**src/rtl/frame_buffer_scheduler.sv**
```systemverilog
// frame_buffer_scheduler
// Arbitrates the single SDRAM burst-command port between the camera write
// path and the display read path. It tracks the write/read word offsets and
// ping-pong buffer selection, so the display always reads a complete frame
// while the camera fills the other buffer.
//
// Ports:
//   clk_100, rst_n            clock, async active-low reset
//   enable                    level, scheduler runs while high
//   frame_start               1-cycle pulse, restarts the write offset
//   cam_count, disp_count     camera / display FIFO fill levels
//   cmd_valid/ready/rw/addr   burst command handshake (rw: 1 = write)
//   burst_done                1-cycle pulse, accepted burst finished
//   wr_buf, rd_buf            buffer being written / displayed
//   frame_valid               sticky, a complete frame exists
//   overflow_err              sticky, camera FIFO seen full (1023)
//
// state    | meaning
// S_IDLE   | scheduler parked, waiting for enable
// S_ARB    | sample FIFO levels, grant one requester
// S_ISSUE  | cmd_valid high until cmd_ready
// S_BUSY   | burst in progress, wait for burst_done
// S_UPDATE | advance pointers / buffer selection
module frame_buffer_scheduler #(
  parameter int ADDR_W      = 20,
  parameter int BURST_LEN   = 512,
  parameter int FRAME_WORDS = 307200,
  parameter int BUF_STRIDE  = 524288,
  parameter int DISP_LOW    = 512,
  parameter int DISP_CRIT   = 128
) (
  input  logic              clk_100,
  input  logic              rst_n,
  input  logic              enable,
  input  logic              frame_start,
  input  logic [9:0]        cam_count,
  input  logic [9:0]        disp_count,
  output logic              cmd_valid,
  input  logic              cmd_ready,
  output logic              cmd_rw,
  output logic [ADDR_W-1:0] cmd_addr,
  input  logic              burst_done,
  output logic              wr_buf,
  output logic              rd_buf,
  output logic              frame_valid,
  output logic              overflow_err
);

  localparam int OFS_W = $clog2(FRAME_WORDS + 1);
  localparam logic [10:0]       BURST_LVL = 11'(BURST_LEN);
  localparam logic [10:0]       LOW_LVL   = 11'(DISP_LOW);
  localparam logic [10:0]       CRIT_LVL  = 11'(DISP_CRIT);
  localparam logic [OFS_W-1:0]  BURST_OFS = OFS_W'(BURST_LEN);
  localparam logic [OFS_W-1:0]  FRAME_OFS = OFS_W'(FRAME_WORDS);
  localparam logic [ADDR_W-1:0] STRIDE_A  = ADDR_W'(BUF_STRIDE);

  typedef enum logic [2:0] {S_IDLE, S_ARB, S_ISSUE, S_BUSY, S_UPDATE} state_t;

  state_t            state_q, state_d;
  logic              cmd_valid_q, cmd_valid_d;
  logic              cmd_rw_q, cmd_rw_d;
  logic [ADDR_W-1:0] cmd_addr_q, cmd_addr_d;
  logic              wr_buf_q, wr_buf_d;
  logic              rd_buf_q, rd_buf_d;
  logic              frame_valid_q, frame_valid_d;
  logic              overflow_err_q, overflow_err_d;
  logic              pending_q, pending_d;
  logic              resync_q, resync_d;
  logic [OFS_W-1:0]  wr_ofs_q, wr_ofs_d;
  logic [OFS_W-1:0]  rd_ofs_q, rd_ofs_d;

  logic              cam_req, disp_req, disp_crit, resync_now;
  logic [OFS_W-1:0]  wr_ofs_eff, wr_ofs_nxt, rd_ofs_nxt;
  logic [ADDR_W-1:0] wr_addr, rd_addr;

  assign cam_req    = ({1'b0, cam_count} >= BURST_LVL);
  assign disp_req   = frame_valid_q && ({1'b0, disp_count} <= LOW_LVL);
  assign disp_crit  = ({1'b0, disp_count} < CRIT_LVL);
  // A frame_start arriving in the same cycle acts as an already-pending resync.
  assign resync_now = resync_q | frame_start;
  // A write granted in the cycle the resync lands must already start at 0.
  assign wr_ofs_eff = resync_now ? '0 : wr_ofs_q;
  assign wr_ofs_nxt = wr_ofs_q + BURST_OFS;
  assign rd_ofs_nxt = rd_ofs_q + BURST_OFS;
  assign wr_addr    = (wr_buf_q ? STRIDE_A : '0) + ADDR_W'(wr_ofs_eff);
  assign rd_addr    = (rd_buf_q ? STRIDE_A : '0) + ADDR_W'(rd_ofs_q);

  always_comb begin
    state_d        = state_q;
    cmd_valid_d    = cmd_valid_q;
    cmd_rw_d       = cmd_rw_q;
    cmd_addr_d     = cmd_addr_q;
    wr_buf_d       = wr_buf_q;
    rd_buf_d       = rd_buf_q;
    frame_valid_d  = frame_valid_q;
    pending_d      = pending_q;
    wr_ofs_d       = wr_ofs_q;
    rd_ofs_d       = rd_ofs_q;
    resync_d       = resync_q | frame_start;
    overflow_err_d = overflow_err_q | (cam_count == 10'h3FF);
    unique case (state_q)
      S_IDLE: if (enable) state_d = S_ARB;
      S_ARB: begin
        // No burst is in flight here, so a pending resync applies at once.
        if (resync_now) begin
          wr_ofs_d = '0;
          resync_d = 1'b0;
        end
        if (!enable) begin
          state_d = S_IDLE;
        end else if (cam_req || disp_req) begin
          state_d     = S_ISSUE;
          cmd_valid_d = 1'b1;
          if (disp_req && (!cam_req || disp_crit)) begin
            cmd_rw_d   = 1'b0;
            cmd_addr_d = rd_addr;
          end else begin
            cmd_rw_d   = 1'b1;
            cmd_addr_d = wr_addr;
          end
        end
      end
      S_ISSUE: if (cmd_ready) begin
        cmd_valid_d = 1'b0;
        state_d     = S_BUSY;
      end
      S_BUSY: if (burst_done) state_d = S_UPDATE;
      S_UPDATE: begin
        state_d = enable ? S_ARB : S_IDLE;
        if (resync_now) begin
          wr_ofs_d = '0;
          resync_d = 1'b0;
        end
        if (cmd_rw_q) begin
          if (wr_ofs_nxt == FRAME_OFS) begin
            // Completion wins over a coincident resync.
            wr_ofs_d      = '0;
            wr_buf_d      = ~wr_buf_q;
            pending_d     = 1'b1;
            frame_valid_d = 1'b1;
          end else if (!resync_now) begin
            wr_ofs_d = wr_ofs_nxt;
          end
        end else if (rd_ofs_nxt == FRAME_OFS) begin
          rd_ofs_d = '0;
          if (pending_q) begin
            rd_buf_d  = ~wr_buf_q;
            pending_d = 1'b0;
          end
        end else begin
          rd_ofs_d = rd_ofs_nxt;
        end
      end
      default: state_d = S_IDLE;
    endcase
  end

  always_ff @(posedge clk_100 or negedge rst_n) begin
    if (!rst_n) begin
      state_q        <= S_IDLE;
      cmd_valid_q    <= 1'b0;
      cmd_rw_q       <= 1'b0;
      cmd_addr_q     <= '0;
      wr_buf_q       <= 1'b0;
      rd_buf_q       <= 1'b0;
      frame_valid_q  <= 1'b0;
      overflow_err_q <= 1'b0;
      pending_q      <= 1'b0;
      resync_q       <= 1'b0;
      wr_ofs_q       <= '0;
      rd_ofs_q       <= '0;
    end else begin
      state_q        <= state_d;
      cmd_valid_q    <= cmd_valid_d;
      cmd_rw_q       <= cmd_rw_d;
      cmd_addr_q     <= cmd_addr_d;
      wr_buf_q       <= wr_buf_d;
      rd_buf_q       <= rd_buf_d;
      frame_valid_q  <= frame_valid_d;
      overflow_err_q <= overflow_err_d;
      pending_q      <= pending_d;
      resync_q       <= resync_d;
      wr_ofs_q       <= wr_ofs_d;
      rd_ofs_q       <= rd_ofs_d;
    end
  end

  assign cmd_valid    = cmd_valid_q;
  assign cmd_rw       = cmd_rw_q;
  assign cmd_addr     = cmd_addr_q;
  assign wr_buf       = wr_buf_q;
  assign rd_buf       = rd_buf_q;
  assign frame_valid  = frame_valid_q;
  assign overflow_err = overflow_err_q;

endmodule
```
**config.mk**
```make
export PLATFORM = sky130hd
export DESIGN_NAME = frame_buffer_scheduler
export DESIGN_NICKNAME = d
export VERILOG_FILES = /design/src/rtl/frame_buffer_scheduler.sv
export SDC_FILE = /design/constraint.sdc
export NUM_CORES = 1
export LEC_CHECK = 0
export CORE_ASPECT_RATIO = 1.75
export CORE_UTILIZATION = 58
export DETAILED_ROUTE_END_ITERATION = 12
export PLACE_DENSITY = 0.83
export SYNTH_ARGS = -nofsm -noshare
export SYNTH_HDL_FRONTEND = slang
export SYNTH_SLANG_ARGS = --single-unit
```
**constraint.sdc**
```tcl
create_clock -name clk_100 -period 4.2 [get_ports clk_100]
set_clock_uncertainty 0.05 [all_clocks]
set_input_delay 1.26 -clock clk_100 [delete_from_list [all_inputs] [get_ports clk_100]]
set_output_delay 1.26 -clock clk_100 [all_outputs]
set_load 0.02 [all_outputs]
```
Word-level counts from Yosys, hierarchy flattened
Index checks and enable logic that the tools add are counted.
W data, S select, Z words.
{"block": "op_classes", "magnitude_cmp": 3, "bitwise_logic": 4, "n_div": 0, "eq_ne": 14, "n_shift": 0, "add_sub_neg": 4, "muxes": 25, "reduce_logical": 17, "multipliers": 0}
{"cell": "$mux W19", "n": 5}
{"cell": "$mux W20", "n": 3}
{"cell": "$add A20 B19 Y20", "n": 2}
{"cell": "$add A19 B10 Y19 const B", "n": 2}
{"cell": "$eq A19 B19 Y1 const B", "n": 2}
{"cell": "$pmux W19 S2", "n": 1}
{"cell": "$mux W3", "n": 5}
{"cell": "$pmux W3 S5", "n": 1}
{"cell": "$reduce_and A4 Y1", "n": 3}
{"cell": "$eq A10 B10 Y1 const B", "n": 1}
{"cell": "$ge A10 B10 Y1 const B", "n": 1}
{"cell": "$le A10 B10 Y1 const B", "n": 1}
{"cell": "$lt A10 B8 Y1 const B", "n": 1}
{"cell": "$ne A2 B2 Y1 const B", "n": 5}
{"cell": "$mux W1", "n": 9}
{"cell": "$reduce_and A3 Y1", "n": 3}
{"cell": "$eq A3 B2 Y1 const B", "n": 2}
{"cell": "$reduce_bool A2 Y1", "n": 3}
{"cell": "$eq A3 B1 Y1 const B", "n": 1}
{"cell": "$eq A3 B3 Y1 const B", "n": 1}
{"cell": "$logic_not A3 Y1", "n": 1}
{"cell": "$ne A3 B3 Y1 const B", "n": 1}
{"cell": "$logic_and A1 B1 Y1", "n": 2}
{"cell": "$logic_or A1 B1 Y1", "n": 2}
{"cell": "7 further kinds", "n": 9}
{"block": "word_totals", "regBits": 69, "inputBits": 26, "ram_bits": 0, "elab_cells": 79, "n_memories": 0, "mem_bits_ro": 0, "latchBits": 0}

Longest topological paths before layout
{"block": "logic_depth", "word_depth": 6, "depth_mapped": 8, "mapped_depth_nobuf": 7}

Worst setup path before layout
Ideal clock, no wire load.
{"block": "synth_timing", "path_type": "in2reg", "from": "input port disp_count[7]", "to": "register cmd_rw_q (netlist: cmd_rw)", "path_stages": 6, "setup_time_ps": 125, "t_required_ps": 4025, "path_slack_ps": 1128, "arrival_ps": 2897, "n_path_buf": 1, "cell_sequence": "or4_1 o31ai_1 a21oi_1 or3_1 buf_6 mux2_4"}
{"block": "synth_between", "elab_chain_cells": 4, "word_cells_on_any_way": 8, "classes_between": "order compare: 2; mux: 1; reduce/logical: 5"}
{"element": "start: declaration", "line_no": "37", "rtl": "input logic [9:0] disp_count,"}
{"element": "$le A10 B10 Y1 / $lt A10 B8 Y1 (equally long branches)", "line_no": "77, 78"}
{"element": "$logic_and A1 B1 Y1 / $logic_or A1 B1 Y1 (equally long branches)", "line_no": "77, 114"}
{"element": "$logic_or A1 B1 Y1 / $logic_and A1 B1 Y1 (equally long branches)", "line_no": "111, 114"}
{"element": "$reduce_and A3 Y1 (no source line) / $mux W1 (equally long branches)"}
{"element": "end signal: assignment", "line_no": "175", "rtl": "cmd_rw_q <= cmd_rw_d;"}
{"element": "end: declaration", "line_no": "61", "rtl": "logic cmd_rw_q, cmd_rw_d;"}
Parallel ways exist; a longest one is shown, timed or not.
A chain may end at the register's enable or synchronous reset.

Final worst setup path
Ends and elaborated chain as after synthesis.

==> summary.txt <==
STA
  – Max Clk Rate: 0.298 GHz
  – Setup WS post-layout: 848 ps
  – Max-slew violation count: 0
  – Slew @ Worst Pin: 1200 ps
  – Crit path time final: 3350 ps
  – Max transition margin: 0.202
  – RSZ-0062 raised after global routing: no
  – Final worst-path cycle share: 0.798
  – Final Hold Fails: 0
  – Setup-failing EPs final: 0
  – Final TNS setup: 0 ps

Logic synthesis
  – Compound-cell area share of the yosys netlist: 0.174
  – Post-synthesis instance total: 340
  – Leading post-synthesis cells by cell area: dfrtp_1 47%, nand2_1 4.0%, nor2_1 3.6%
  – XOR/XNOR share of the synthesized area: 0.0353
  – Flops & latches, synth: 60
  – Yosys warns: 0
  – Distinct cells, synth: 59
  – Syn avg cell area: 9.48 um2
  – Post-synth top area share: 0.466
  – Dominant cell type by area after synthesis: dfrtp_1
  – Post-synth EDFFs: 0
  – Simple-gate portion of the synthesized area: 0.226
  – Asr flop ratio synth: 1.00
  – Synth Area in Adders: 0.00777
  – Largest family of logic cells by synthesized area: simple AND/OR/NAND/NOR gates
  – Most frequent cell after synthesis: dfrtp_1
  – Syn Std Cell Area: 3220 um2
  – Synth cell count leaders: 60 x dfrtp_1, 34 x nand2_1, 31 x nor2_1
  – Post-synthesis mux area share: 0.0206
  – Top FF cell, synth: dfrtp_1
  – Syn_nets: 368
  – Post-synthesis sequential area ratio: 0.466

Power and ir drop
  – Clock power share: 0.332
  – Pwr Total: 0.00136 W
  – Peak VDD IR: 0.000234 V
  – Part of the power in registers: 0.474
  – Sw Pwr: 0.000415 W
  – Pwr Density: 352 nW/um2
  – Lkg Pwr: 1.55 nW
  – P_int: 0.000950 W
  – Gate power share: 0.194
  – Sw frac: 0.304

Floorplanning
  – Die ar.: 5870 um2
  – Core area: 5300 um2
  – DIE HEIGHT: 101 um
  – Starting Density: 0.608
  – Boundary Pins: 52
  – Die width: 58.3 um
  – Placement Rows: 35

Drt
  – Wire per inst: 15.1 um
  – WL final: 7040 um
  – # DRC: 0
  – Via/cell ratio: 5.92
  – Starting DRT DRC Count: 95
  – Drt first pass iters: 4
  – Via count: 2,761
  – Final antenna-violating net count: 0

CTS
  – Clock Latency Late Sink: 340 ps
  – PostCTS Resize Cnt: 0
  – Total setup buffers inserted after CTS: 0
  – CTS tree: done
  – CTS Buffer Depth: 2
  – CTS Sinks: 60
  – Hold Buf Count CTS: 0
  – CTS clk-pin slew, worst paths: 60 ps
  – Total CTS buffers: 9
  – H-Tree Depth: 3
  – Clk root buf: clkbuf_8

Setup path
  – WP data required: 4380 ps
  – Critical path's largest stage delay: 560 ps
  – Critical path fanouts, max: 21
  – CP arrival: 3530 ps
  – Critical path's slowest cell: or4_1
  – Crit Path Class: input pin to register
  – CP endpoint kind: register
  – Crit path launch type: input pin
  – Cell Chain, Critical Path: clkdlybuf4s50_1, or4_1, o31ai_1, a21oi_1, or3_1, buf_4, mux2_4

Global route
  – First-pass GRT wire length: 11,900 um
  – Initial antenna violation count: 0
  – Vias in the first global route: 2,625
  – Gr usage total: 0.267
  – Gr ovfl total: 0
  – Largest net degree at the start of global routing: 34

Final layout
  – Finished Layout Cells: 466
  – ANT cells: 0
  – Layout cell share with drive strength beyond 1: 0.120
  – Layout area overhead: 20.3%
  – Final nets: 416
  – Final Util: 0.732

Status
  – Status: finished, final reports clean

Place
  – Gpl congestion: 0.867
  – IO buf count: 51
  – DP HPWL: 5110 um
  – Place WS: 497 ps
  – Placed cells: 451

Job
  – # Max-Cap Violations: 0

Min path
  – Worst hold path class: register to register
-- power groups by stage --
stage / registers, W / logic [W] / clock network, W
finish: 0.000647 / 0.000264 / 0.000454
global route: 0.000651 / 0.000296 / 0.000481
CTS: 0.000646 / 0.000263 / 0.000458
detailed placement: 0.000656 / 0.000263 / 0
global placement: 0.000654 / 0.000258 / 0
floorplan: 0.000653 / 0.000175 / 0
-- layout make-up --
class	count	area [um2]
Sequential cell	60	1500
Multi-Input combinational cell	242	1500
Fill cell	384	1420
Timing Repair Buffer	57	551
Clock buffer	13	159
Tap cell	74	92.6
Inverter	18	67.6
Clock inverter	2	10.0
-- worst max-delay path: cells and delay by family --
family / cells / cell delay [ps]
muxes: 1 / 310
and+or+nand+nor: 2 / 940
buffers and inverters: 2 / 650
AOI/OAI and AO/OA: 2 / 360
-- cells in the final DEF (no fill, tap or decap), types with 7 or more instances in the layout --
cell / n
nand3_1: 20
a21boi_0: 10
a21oi_1: 9
o21ai_0: 10
o21ai_2: 10
nor2_1: 31
inv_1: 18
clkbuf_8: 11
a31oi_1: 10
o21ai_1: 10
nand2_1: 34
nor3_1: 7
dfrtp_1: 60
xnor2_1: 12
nand4_1: 9
clkdlybuf4s50_1: 50
-- flip-flops by register name, indices dropped and copies added, names as in the netlist --
signal        flops
pending_q         1
frame_valid       1
wr_ofs_q         19
rd_ofs_q         10
cmd_addr         20
rd_buf            1
cmd_valid         1
resync_q          1
state_q           3
overflow_err      1
cmd_rw            1
wr_buf            1
-- final timing paths --
| check | start | end | slack, ps | cells after the start |
|---|---|---|---|---|
| hold / removal | overflow_err$_DFF_PN0_ | overflow_err$_DFF_PN0_ | 420 | 2 |
| hold reg to reg | overflow_err$_DFF_PN0_ | overflow_err$_DFF_PN0_ | 420 | 2 |
| max in group asynchronous | rst_n | cmd_addr[13]$_DFFE_PN0P_ | 2370 | 2 |
| setup / recovery | disp_count[7] | cmd_rw$_DFFE_PN0P_ | 850 | 7 |
| min in group asynchronous | rst_n | overflow_err$_DFF_PN0_ | 890 | 1 |
| setup reg to reg | wr_ofs_q[9]$_DFFE_PN0P_ | wr_ofs_q[15]$_DFFE_PN0P_ | 1600 | 7 |
-- logic make-up (layout without fill, tap and decap cells) --
logic type,after synthesis,after routing
xor gates and xnor gates,13,13
buffers and inverters,38,90
muxes,6,6
adders and majority gates,2,2
and+or+nand+nor,140,140
AOI/OAI and AO/OA,81,81
DFF,60,60
-- metrics by stage --
stage	cell area, um2	hold WS (ps)
finish	3880	420
global route	3880	439
CTS	3880	428
detailed placement	3710	415
global placement	3710	403
floorplan	3220	428
-- per-layer routing --
metal / share of wire / global-route usage / vias to the layer above
li1: - / - / 1314
met1: 0.40 / 0.312 / 1320
met2: 0.51 / 0.447 / 105
met3: 0.062 / 0.0616 / 22
met4: 0.024 / 0.145 / 0
met5: 0 / 0 / -
Note: power is estimated with default switching activity, not from simulation.
